==> config.mk <==
export PLATFORM = sky130hd
export DESIGN_NAME = port_wrr_scheduler
export DESIGN_NICKNAME = d
export VERILOG_FILES = /design/src/rtl/hydra_pkg.sv /design/src/rtl/pri_first_one.sv /design/src/rtl/port_wrr_scheduler.sv
export SDC_FILE = /design/constraint.sdc
export NUM_CORES = 1
export LEC_CHECK = 0
export CORE_MARGIN = 5
export CORE_UTILIZATION = 50
export CTS_BUF_LIST = sky130_fd_sc_hd__clkbuf_8
export CTS_CLUSTER_SIZE = 16
export DETAILED_ROUTE_END_ITERATION = 7
export GPL_TIMING_DRIVEN = 0
export PLACE_DENSITY_LB_ADDON = 0.12
export SYNTH_ARGS = -nofsm -noshare
export SYNTH_HDL_FRONTEND = slang
export SYNTH_SLANG_ARGS = --single-unit
==> constraint.sdc <==
create_clock -name clk -period 2.52 [get_ports clk]
set_clock_uncertainty 0.2 [all_clocks]
set_input_delay 0.504 -clock clk [delete_from_list [all_inputs] [get_ports clk]]
set_output_delay 0.504 -clock clk [all_outputs]
set_load 0.02 [all_outputs]
==> src/rtl/hydra_pkg.sv <==
// ----------------------------------------------------------------------------
// hydra_pkg
//   Shared constants and types for the per-port dequeue scheduler.
//   NUM_PRI  : priority queues per output port (index 0 = highest priority)
//   PRI_W    : width of a queue index
//   LEN_W    : packet length field width, in 16-bit beats (1..256)
//   WEIGHT_W : width of one WRR weight / credit counter
// ----------------------------------------------------------------------------
package hydra_pkg;

    localparam int NUM_PRI  = 8;
    localparam int PRI_W    = $clog2(NUM_PRI);
    localparam int LEN_W    = 9;
    localparam int WEIGHT_W = 4;

    typedef enum logic [1:0] {
        IDLE   = 2'd0,
        RELOAD = 2'd1,
        GRANT  = 2'd2,
        BUSY   = 2'd3
    } sched_state_t;

    // A programmed weight of zero would starve its queue forever under WRR,
    // so it is promoted to one credit per round.
    function automatic logic [WEIGHT_W-1:0] eff_weight(input logic [WEIGHT_W-1:0] w);
        return (w == '0) ? WEIGHT_W'(1) : w;
    endfunction

endpackage

==> src/rtl/pri_first_one.sv <==
// ----------------------------------------------------------------------------
// pri_first_one
//   Combinational lowest-index-set encoder. Bit 0 wins over every other bit,
//   which matches "index 0 = highest priority" for the queue vectors.
// Ports
//   i_vec : request vector
//   o_idx : index of the lowest set bit (0 when i_vec is all-zero)
//   o_vld : at least one bit of i_vec is set
// ----------------------------------------------------------------------------
module pri_first_one
    import hydra_pkg::*;
#(
    parameter int N  = NUM_PRI,
    parameter int IW = PRI_W
) (
    input  logic [N-1:0]  i_vec,
    output logic [IW-1:0] o_idx,
    output logic          o_vld
);

    // w_lower[gi] is set when any bit below gi is set; the first one is the
    // only set bit whose lower-prefix is clear.
    logic [N-1:0] w_lower;
    logic [N-1:0] w_onehot;

    assign w_lower[0] = 1'b0;

    genvar gi;
    generate
        for (gi = 1; gi < N; gi++) begin : g_prefix
            assign w_lower[gi] = w_lower[gi-1] | i_vec[gi-1];
        end
        for (gi = 0; gi < N; gi++) begin : g_onehot
            assign w_onehot[gi] = i_vec[gi] & ~w_lower[gi];
        end
    endgenerate

    always_comb begin
        o_idx = '0;
        for (int i = 0; i < N; i++) begin
            if (w_onehot[i]) begin
                o_idx = o_idx | IW'(i);
            end
        end
    end

    assign o_vld = |i_vec;

endmodule

==> src/rtl/port_wrr_scheduler.sv <==
// ----------------------------------------------------------------------------
// port_wrr_scheduler
//   Per-output-port dequeue scheduler. Picks one priority queue per packet,
//   requests its head from the queue manager, then counts the packet's beats
//   and blocks the next grant until the whole packet has left.
//   wrr_en=0 : strict priority (lowest non-empty index).
//   wrr_en=1 : credit-based weighted round robin; each grant spends one
//              credit of the chosen queue, credits are refilled from the
//              weights when no non-empty queue has credit left.
// Ports
//   clk            : clock, all logic on posedge
//   rst            : synchronous active-high reset
//   wrr_en         : mode select, sampled only at the IDLE decision
//   weight         : NUM_PRI packed WEIGHT_W-bit weights (queue 0 in LSBs)
//   queue_nonempty : bit p set when queue p holds at least one packet
//   ready          : downstream port can start a new packet
//   deq_vld        : dequeue request for the head of queue deq_pri
//   deq_pri        : selected queue index
//   deq_ack        : queue manager accepted the request
//   pkt_len        : packet length in beats, valid with deq_ack (0 -> 1)
//   beat_vld       : one beat of the current packet was sent
//   busy           : a packet is in progress (GRANT or BUSY)
// ----------------------------------------------------------------------------
module port_wrr_scheduler
    import hydra_pkg::*;
(
    input  logic                        clk,
    input  logic                        rst,
    input  logic                        wrr_en,
    input  logic [NUM_PRI*WEIGHT_W-1:0] weight,
    input  logic [NUM_PRI-1:0]          queue_nonempty,
    input  logic                        ready,
    output logic                        deq_vld,
    output logic [PRI_W-1:0]            deq_pri,
    input  logic                        deq_ack,
    input  logic [LEN_W-1:0]            pkt_len,
    input  logic                        beat_vld,
    output logic                        busy
);

    // ------------------------------------------------------------------
    // State
    // ------------------------------------------------------------------
    sched_state_t          r_state;
    sched_state_t          w_state_next;
    logic [WEIGHT_W-1:0]   r_credit      [NUM_PRI];
    logic [WEIGHT_W-1:0]   w_credit_next [NUM_PRI];
    logic [LEN_W-1:0]      r_cnt;
    logic [LEN_W-1:0]      w_cnt_next;
    logic                  r_reload_pending;
    logic                  w_reload_pending_next;
    logic [PRI_W-1:0]      r_sel;
    logic [PRI_W-1:0]      w_sel_next;
    // Mode of the packet in flight; the credit is charged on the ack using
    // the mode that made the decision, not whatever wrr_en is by then.
    logic                  r_wrr_mode;
    logic                  w_wrr_mode_next;

    // ------------------------------------------------------------------
    // Per-queue views of the weights and credits
    // ------------------------------------------------------------------
    logic [WEIGHT_W-1:0]   w_weight [NUM_PRI];
    logic [NUM_PRI-1:0]    w_credit_nz;
    logic [NUM_PRI-1:0]    w_elig;

    genvar gi;
    generate
        for (gi = 0; gi < NUM_PRI; gi++) begin : g_queue
            assign w_weight[gi]    = weight[gi*WEIGHT_W +: WEIGHT_W];
            assign w_credit_nz[gi] = (r_credit[gi] != '0);
        end
    endgenerate

    assign w_elig = queue_nonempty & w_credit_nz;

    // ------------------------------------------------------------------
    // Selection encoders: strict picks among all non-empty queues, WRR only
    // among non-empty queues that still hold credit.
    // ------------------------------------------------------------------
    logic [PRI_W-1:0] w_strict_idx;
    logic             w_strict_vld;
    logic [PRI_W-1:0] w_elig_idx;
    logic             w_elig_vld;

    pri_first_one #(
        .N  (NUM_PRI),
        .IW (PRI_W)
    ) u_strict_sel (
        .i_vec (queue_nonempty),
        .o_idx (w_strict_idx),
        .o_vld (w_strict_vld)
    );

    pri_first_one #(
        .N  (NUM_PRI),
        .IW (PRI_W)
    ) u_elig_sel (
        .i_vec (w_elig),
        .o_idx (w_elig_idx),
        .o_vld (w_elig_vld)
    );

    // ------------------------------------------------------------------
    // Next-state logic
    // ------------------------------------------------------------------
    always_comb begin
        w_state_next          = r_state;
        w_cnt_next            = r_cnt;
        w_reload_pending_next = r_reload_pending;
        w_sel_next            = r_sel;
        w_wrr_mode_next       = r_wrr_mode;
        for (int p = 0; p < NUM_PRI; p++) begin
            w_credit_next[p] = r_credit[p];
        end

        case (r_state)
            IDLE: begin
                if (ready && w_strict_vld) begin
                    w_wrr_mode_next = wrr_en;
                    if (!wrr_en) begin
                        w_sel_next   = w_strict_idx;
                        w_state_next = GRANT;
                    end else if (!w_elig_vld || r_reload_pending) begin
                        // Nobody eligible (or first round after reset):
                        // refill, then come back here and decide again with
                        // the inputs current at that time.
                        w_state_next = RELOAD;
                    end else begin
                        w_sel_next   = w_elig_idx;
                        w_state_next = GRANT;
                    end
                end
            end

            RELOAD: begin
                for (int p = 0; p < NUM_PRI; p++) begin
                    w_credit_next[p] = eff_weight(w_weight[p]);
                end
                w_reload_pending_next = 1'b0;
                w_state_next          = IDLE;
            end

            GRANT: begin
                // Request held until accepted; queue/ready changes here do
                // not withdraw it.
                if (deq_ack) begin
                    w_cnt_next = (pkt_len == '0) ? LEN_W'(1) : pkt_len;
                    if (r_wrr_mode && (r_credit[r_sel] != '0)) begin
                        w_credit_next[r_sel] = r_credit[r_sel] - WEIGHT_W'(1);
                    end
                    w_state_next = BUSY;
                end
            end

            BUSY: begin
                if (beat_vld) begin
                    // cnt is at least 1 on entry; treating <=1 as the last
                    // beat keeps the counter from ever wrapping.
                    if (r_cnt <= LEN_W'(1)) begin
                        w_cnt_next   = '0;
                        w_state_next = IDLE;
                    end else begin
                        w_cnt_next = r_cnt - LEN_W'(1);
                    end
                end
            end

            default: begin
                w_state_next = IDLE;
            end
        endcase
    end

    // ------------------------------------------------------------------
    // Registers
    // ------------------------------------------------------------------
    always_ff @(posedge clk) begin
        if (rst) begin
            r_state          <= IDLE;
            r_cnt            <= '0;
            r_reload_pending <= 1'b1;
            r_sel            <= '0;
            r_wrr_mode       <= 1'b0;
            for (int p = 0; p < NUM_PRI; p++) begin
                r_credit[p] <= '0;
            end
        end else begin
            r_state          <= w_state_next;
            r_cnt            <= w_cnt_next;
            r_reload_pending <= w_reload_pending_next;
            r_sel            <= w_sel_next;
            r_wrr_mode       <= w_wrr_mode_next;
            for (int p = 0; p < NUM_PRI; p++) begin
                r_credit[p] <= w_credit_next[p];
            end
        end
    end

    // ------------------------------------------------------------------
    // Outputs (decoded straight from registered state)
    // ------------------------------------------------------------------
    assign deq_vld = (r_state == GRANT);
    assign deq_pri = r_sel;
    assign busy    = (r_state == GRANT) || (r_state == BUSY);

endmodule
== Yosys cells after proc, flatten, opt, wreduce, memory -nomap -nowiden ==
Memory sizes are Yosys's and may differ from the RTL's. A register that Yosys moved wholly into a read port is not among the register bits.
Index checks and enable logic that the tools add are counted.
Cells by class
  add/subtract/negate cells: 2
  multipliers: 0
  div/mod/pow operators: 0
  $lt $le $gt $ge: 3
  equality and inequality tests: 8
  shift-type cells: 0
  multiplexer cells: 55
  bitwise logic cells: 50
  reductions and logical operators: 32
Operators with widths (count)
  $mux W4: 17
  $mux W32: 2
  $pmux W32 S2: 1
  $mux W3: 12
  $mux W9: 4
  $reduce_bool A4 Y1: 9
  $bwmux W32: 1
  $logic_not A4 Y1: 8
  $mux W2: 10
  $or A1 B1 Y1: 20
  $pmux W9 S2: 1
  $reduce_or A8 Y1: 2
  $and A1 B1 Y1: 14
  $not A1 Y1: 14
  $demux W4 S3: 1
  $le A9 B1 Y1 const B: 1
  $logic_not A9 Y1: 1
  $sub A9 B1 Y9 const B: 1
  $and A8 B8 Y8: 1
  $ne A2 B2 Y1 const B: 4
  $pmux W2 S4: 1
  $reduce_and A3 Y1: 2
  $mux W1: 5
  $eq A2 B2 Y1 const B: 2
  other kinds (13): 16
Storage, ports and cells
  bits in registers: 16
  bits in latches: 0
  bits in writable memories: 32
  memory bits (read-only): 0
  output and inout port bits: 5
  logic and storage cells: 156
  memories: 1
Memories
  r_credit: words 8, width 4, read ports 9, clocked after memory_dff 1, write ports 8, line port_wrr_scheduler.sv:46  | logic [WEIGHT_W-1:0] r_credit [NUM_PRI];

== Longest topological paths before layout ==
Gate-level depths: netlist of the first run.
An unclocked memory read counts as a cell.
  depth in word-level cells: 16
  depth in mapped cells: 9
  gate-level depth less buffers: 7

== Hierarchy ==
From an unflattened synthesis of the first run, not the netlist that was laid out.
Unflattened totals
  cells, all modules: 384
  area total of the unflattened synthesis: 3373.2 µm²
By module, submodules not included
  port_wrr_scheduler: times used 1, cells an instance 356, area an instance 3208.1 µm²
  pri_first_one: times used 2, cells an instance 14, area an instance 82.6 µm²

== Least setup slack after synthesis of the first run ==
No wires, ideal clock.
  path kind: reg-to-reg
  start point: register (tool-made name)
  end point: memory r_credit[6][0]
  setup time: 0.134 ns
  data arrival time: 2.104 ns
  setup slack: 0.082 ns
  cell stages (with the launch flop): 9
  buffers on the path: 2
  clock period less this slack: 2.438 ns
  path through: dfxtp_1 -> buf_2 -> mux4_2 -> mux2i_2 -> ha_1 -> o211ai_4 -> clkbuf_1 -> a211oi_1 -> a211oi_1
RTL lines (line)
  end: declaration: port_wrr_scheduler.sv:46

==> results.sh, run 1 <==
export IMPL_final_area_sq_mm=0.00490
export IMPL_htreeDepth=2
export IMPL_rows=31
export IMPL_synth_xor_area_share_pct=0
export IMPL_synth_top_family_by_area="compound AO/OA/AOI/OAI gates"
export IMPL_clock_sinks=51
export IMPL_synth_cell_area_sq_mm=0.00369
export IMPL_final_cell_mix="clkdlybuf4s50_1, dfxtp_1, a211oi_1, nor2_1, nand2_1"
export IMPL_vias=4214
export IMPL_max_cap_violations=0
export IMPL_synth_compound_area_share_pct=33.6
export IMPL_avgSynthCellArea_sq_um=8.27
export IMPL_worstSetupPathType="flip-flop to flip-flop"
export IMPL_clk_path_buf_depth=2
export IMPL_synth_area_mux_share_pct=9.09
export IMPL_yosysUniqueCellTypes=60
export IMPL_grt_pass1_wl_microns=20600
export IMPL_final_util_pct=67.9
export IMPL_cts_tree="yes"
export IMPL_worstMarginPinSlew_ns=0.673
export IMPL_rsz0062_at_grt="yes"
export IMPL_seq_area_frac_synth_pct=27.7
export IMPL_crit_path_start_kind="flip-flop"
export IMPL_numCtsBuffers=5
export IMPL_pwr_density_cell_mw_per_mm2=1230
export IMPL_clock_latency_ns=0.32
export IMPL_hold_viol=0
export IMPL_routed_wl_microns=14000
export IMPL_core_area_sq_mm=0.00721
export IMPL_drive_above_1_share_pct=17.1
export IMPL_grt_pass1_vias=3928
export IMPL_antenna_found_initial=0
export IMPL_status="finished, final reports clean"
export IMPL_synthArstFlopShare_pct=0
export IMPL_fmax_mhz=399
export IMPL_path_max_fanout=7
export IMPL_fp_dieH_microns=95.9
export IMPL_fin_nets=588
export IMPL_synth_main_ff_cell="dfxtp_1"
export IMPL_cp_data_required_time_ns=2.54
export IMPL_synthCells=446
export IMPL_area_delta_synth_final_pct=32.7
export IMPL_hold_buffers=0
export IMPL_hpwlAfterDp_microns=9530
export IMPL_yosys_warnings=0
export IMPL_io_buffers=57
export IMPL_grt_max_degree=16
export IMPL_ir_drop_uv=602
export IMPL_gp_congestion=0.988
export IMPL_period_minus_slack_ns=2.51
export IMPL_synthesis_nets=508
export IMPL_gr_total_overflow=0
export IMPL_start_util_pct=51.1
export IMPL_detail_route_vias_per_cell=6.73
export IMPL_diodes=0
export IMPL_synth_edf_count=0
export IMPL_crit_path_top_delay_cell="mux4_2"
export IMPL_critPathMaxStageDelay_ns=0.55
export IMPL_maxSlewHeadroom_pct=54.9
export IMPL_placed_cell_area_sq_mm=0.00438
export IMPL_power_mw=6.02
export IMPL_ant_nets=0
export IMPL_setup_violations=0
export IMPL_dieArea_sq_mm=0.00920
export IMPL_ios=60
export IMPL_leakage_nw=1.78
export IMPL_dr_pass1_iters=5
export IMPL_clock_root_buffer="clkbuf_8"
export IMPL_cp_data_arrival_time_ns=2.53
export IMPL_finalMaxSlewViolations=0
export IMPL_crit_path_cell_trace="buf_6 > mux4_2 > mux2i_4 > ha_4 > o211ai_4 > clkbuf_16 > a21o_1 > a311oi_1"
export IMPL_routedWlPerCell_microns=22.4
export IMPL_final_common_cell="clkdlybuf4s50_1"
export IMPL_fin_crit_sh_pct=99.6
export IMPL_track_usage_pct=29.6
export IMPL_drc=0
export IMPL_synth_fa_ha_area_share_pct=2.37
export IMPL_clkTransAtPathRegs_ns=0.11
export IMPL_dieWidth_microns=95.9
export IMPL_dr_first_iter_drc_count=403
export IMPL_min_path_type="flip-flop to flip-flop"
export IMPL_synth_simple_area_share_pct=22.3
export IMPL_ys_ff_latch=51
export IMPL_end_kind="flip-flop"
per-stage QoR:
stage / TNS (ns) / cells / hold WS, ns / worst slack [ns]
floorplan: 0 / 446 / 0.260 / 0.0821
global placement: -9.73 / 602 / 0.278 / -0.439
detailed placement: -10.91 / 602 / 0.294 / -0.456
CTS: 0 / 612 / 0.305 / 0.000446
global route: -0.922 / 626 / 0.366 / -0.0635
finish: 0 / 626 / 0.325 / 0.0109
critical path, delay by kind of cell, from the launching register on:
family,cells,cell delay [ns]
muxes,2,0.79
DFF,1,0.34
adders and majority gates,1,0.20
buffers and inverters,2,0.32
AOI/OAI and AO/OA,3,0.58
routing by layer:
layer / track usage [%] / up-vias / share of wire [%]
met5: 0 / - / 0
met4: 12.9 / 0 / 4.2
met3: 6.18 / 68 / 12
met2: 45.7 / 302 / 44
met1: 39.9 / 1941 / 40
li1: - / 1903 / -
repair_timing:
action,in CTS,in global routing
cloned,0,2
gates resized for setup,19,52
pin swaps,0,3
setup buffers,2,12
setup endpoints to repair,34,48
synthesized netlist by cell type (all sizes together) (3+ instances only):
library cell,number,area share (%)
mux4,6,3.7
nor3,14,1.9
o21ai,15,2.0
nand3,11,1.5
and3b,3,0.71
a21oi,15,2.0
a2bb2oi,3,0.71
clkbuf,23,2.3
inv,13,1.3
nor2b,16,2.7
a311oi,17,4.0
dfxtp,51,28
o22ai,3,0.51
mux2i,15,4.5
o21a,3,0.61
a211oi,49,10
nand2b,21,3.6
o22a,7,1.7
a21o,8,1.6
nand2,23,2.3
o41ai,7,1.7
ha,7,2.4
or4,3,0.61
o41a,4,1.2
buf,7,1.3
nand3b,6,1.2
o211a,3,0.81
mux2,3,0.92
nor4,3,0.51
o211ai,11,2.6
nor3b,5,1.0
and3,6,1.0
nor2,42,4.3
final timing paths:
check / slack (ns) / depth (start not counted) / from / endpoint
worst max-delay path: 0.01 / 8 / flip-flop / r_credit[0][0]$_SDFFE_PP0P_
worst min-delay path: 0.33 / 2 / r_cnt[6]$_SDFFE_PP0P_ / r_cnt[6]$_SDFFE_PP0P_
worst max register to register: 0.01 / 8 / flip-flop / r_credit[0][0]$_SDFFE_PP0P_
worst min register to register: 0.33 / 2 / r_cnt[6]$_SDFFE_PP0P_ / r_cnt[6]$_SDFFE_PP0P_
final cells by class:
class                           count  area (sq um)
Multi-Input combinational cell    352          2710
Buffer                             30           170
Clock inverter                      2          35.0
Sequential cell                    51          1020
Fill cell                         609          2320
Tap cell                           99           124
Clock buffer                        6          82.6
Inverter                           13          48.8
Timing Repair Buffer               73           704
state kept, by name (all words and copies together) (netlist names), named ones only:
signal and flops:
deq_pri 3, r_state 2, r_credit 32, r_cnt 9, r_wrr_mode 1, r_reload_pending 1
report_power, final:
| group | switching [mW] | internal [mW] | total (mW) |
|---|---|---|---|
| registers | 0.316 | 1.07 | 1.38 |
| logic | 2.37 | 1.65 | 4.02 |
| clock network | 0.296 | 0.322 | 0.619 |
cells by family after synthesis:
logic type	after synthesis
adder cells (fa/ha/maj)	7
buffers and inverters	43
AO/OA/AOI/OAI	163
flip-flops	51
multiplexers	24
AND/OR/NAND/NOR	158
Power figures use the tool's default switching activity.
==> run 2, diff against run 1 <==
--- a/config.mk
+++ b/config.mk
@@ -6,7 +6,7 @@
 export NUM_CORES = 1
 export LEC_CHECK = 0
 export CORE_MARGIN = 5
-export CORE_UTILIZATION = 50
+export CORE_UTILIZATION = 60
 export CTS_BUF_LIST = sky130_fd_sc_hd__clkbuf_8
 export CTS_CLUSTER_SIZE = 16
 export DETAILED_ROUTE_END_ITERATION = 7
==> constraint.sdc (replaced) <==
create_clock -name clk -period 3.2 [get_ports clk]
set_clock_uncertainty 0.2 [all_clocks]
set_input_delay 0.64 -clock clk [delete_from_list [all_inputs] [get_ports clk]]
set_output_delay 0.64 -clock clk [all_outputs]
set_load 0.02 [all_outputs]
==> results.sh, run 2 (synthesis gave the netlist of run 1 again) <==
export IMPL_r2r_cells=7
export IMPL_htreeDepth=2
export IMPL_combPwrFrac_pct=62.6
export IMPL_gr_total_overflow=0
export IMPL_worstSetupPathType="flip-flop to flip-flop"
export IMPL_tns_ns=0
export IMPL_cts_tree="yes"
export IMPL_holdPathEnd="r_cnt[6]$_SDFFE_PP0P_"
export IMPL_clk_path_buf_depth=2
export IMPL_period_minus_slack_ns=3.07
export IMPL_track_usage_pct=35.0
export IMPL_clock_power_share_pct=12.7
export IMPL_largest_register="r_credit"
export IMPL_grt_pass1_wl_microns=21000
export IMPL_max_cap_violations=0
export IMPL_dr_pass1_iters=6
export IMPL_hold_buffers=0
export IMPL_cp_data_arrival_time_ns=3.10
export IMPL_grt_pass1_vias=4139
export IMPL_gp_congestion=0.995
export IMPL_cp_data_required_time_ns=3.23
export IMPL_grt_max_degree=16
export IMPL_hold_viol=0
export IMPL_leakage_nw=1.62
export IMPL_routedWlPerCell_microns=22.6
export IMPL_hold_depth=2
export IMPL_hpwlAfterDp_microns=9570
export IMPL_ios=60
export IMPL_area_delta_synth_final_pct=21.6
export IMPL_numCtsBuffers=5
export IMPL_crit_path_start_kind="flip-flop"
export IMPL_dieWidth_microns=88.4
export IMPL_drc=0
export IMPL_diodes=0
export IMPL_status="finished, final reports clean"
export IMPL_dr_first_iter_drc_count=612
export IMPL_rrSetupSlack_ns=0.13
export IMPL_rows=28
export IMPL_final_area_sq_mm=0.00449
export IMPL_fp_dieH_microns=88.4
export IMPL_vias=4209
export IMPL_post_cts_buffers=0
export IMPL_setup_violations=0
export IMPL_rsz0062_at_grt="no"
export IMPL_internal_power_mw=2.13
export IMPL_maxSlewHeadroom_pct=14.1
export IMPL_drive_above_1_share_pct=5.09
export IMPL_placed_cell_area_sq_mm=0.00435
export IMPL_fmax_mhz=326
export IMPL_ir_drop_uv=571
export IMPL_pwr_density_cell_mw_per_mm2=953
export IMPL_cts_resized=0
export IMPL_routed_wl_microns=13200
export IMPL_antenna_found_initial=0
export IMPL_fin_crit_sh_pct=96.0
export IMPL_clock_root_buffer="clkbuf_8"
export IMPL_detail_route_vias_per_cell=7.18
export IMPL_end_kind="flip-flop"
export IMPL_clock_latency_ns=0.32
export IMPL_r2r_end="r_credit[2][2]$_SDFFE_PP0P_"
export IMPL_start_util_pct=62.0
export IMPL_final_common_cell="clkdlybuf4s50_1"
export IMPL_min_path_type="flip-flop to flip-flop"
export IMPL_setup_ws_ns=0.129
export IMPL_worstMarginPinSlew_ns=1.28
export IMPL_clock_sinks=51
export IMPL_path_max_fanout=9
export IMPL_clkTransAtPathRegs_ns=0.11
export IMPL_core_area_sq_mm=0.00596
export IMPL_final_cell_mix="clkdlybuf4s50_1, dfxtp_1, a211oi_1, nor2_1"
export IMPL_fin_hold_ws_ns=0.304
export IMPL_finalMaxSlewViolations=0
export IMPL_io_buffers=57
export IMPL_p_sw_mw=2.14
export IMPL_pre_cts_slack_ns=0.240
export IMPL_ant_nets=0
export IMPL_dieArea_sq_mm=0.00782
export IMPL_switching_share_pct=50.1
export IMPL_fin_nets=572
export IMPL_hp_start="r_cnt[6]$_SDFFE_PP0P_"
export IMPL_pwr_share_seq_pct=24.7
export IMPL_largest_reg_flops=32
## run 2: metrics by stage
stage,total power [mW],std cells,utilization (%)
finish,4.28,586,75.4
detailed placement,3.59,578,73.1
floorplan,2.80,446,-
CTS,4.14,586,75.3
global placement,3.54,578,73.1
global route,4.47,586,75.4
## run 2: worst max path at each step
stage	to	cells past startpoint	slack, ns
2_1_floorplan	r_credit[6][0]$_SDFFE_PP0P_	8	0.76
3_3_place_gp	r_credit[2][2]$_SDFFE_PP0P_	7	0.30
3_5_place_dp	r_credit[2][2]$_SDFFE_PP0P_	7	0.24
4_1_cts	r_credit[2][2]$_SDFFE_PP0P_	7	0.22
5_1_grt	r_credit[2][2]$_SDFFE_PP0P_	7	0.03
6_report	r_credit[2][2]$_SDFFE_PP0P_	7	0.13
## run 2: power by group through the flow
stage                     Clock [mW]  Sequential, mW  Combinational [mW]
final                          0.543            1.06                2.68
after global placement             0            1.04                2.50
after detailed placement           0            1.05                2.54
after global routing           0.557            1.07                2.85
after floorplan                    0           0.980                1.82
after CTS                      0.536            1.04                2.57
## run 2: layout make-up
cell class,count,area [sq um]
Buffer,30,135
Clock buffer,5,68.8
Fill cell,460,1470
Timing Repair Buffer,57,571
Inverter,13,48.8
Multi-Input combinational cell,352,2490
Clock inverter,3,63.8
Tap cell,75,93.8
Sequential cell,51,1020
## run 2: routing by layer
layer	track usage, %	vias up	share of wire (%)
met2	54.0	334	44
met3	9.50	53	14
met5	0	-	0
met4	14.8	0	3.4
li1	-	1865	-
met1	46.3	1957	39
## run 2: worst max-delay path, cell delays in order (launching register included)
cell	delay (ns)
dfxtp_1	0.33
buf_2	0.28
mux4_2	0.29
mux2i_2	0.10
ha_1	0.27
nor3_1	1.03
o211ai_1	0.17
a311oi_1	0.31
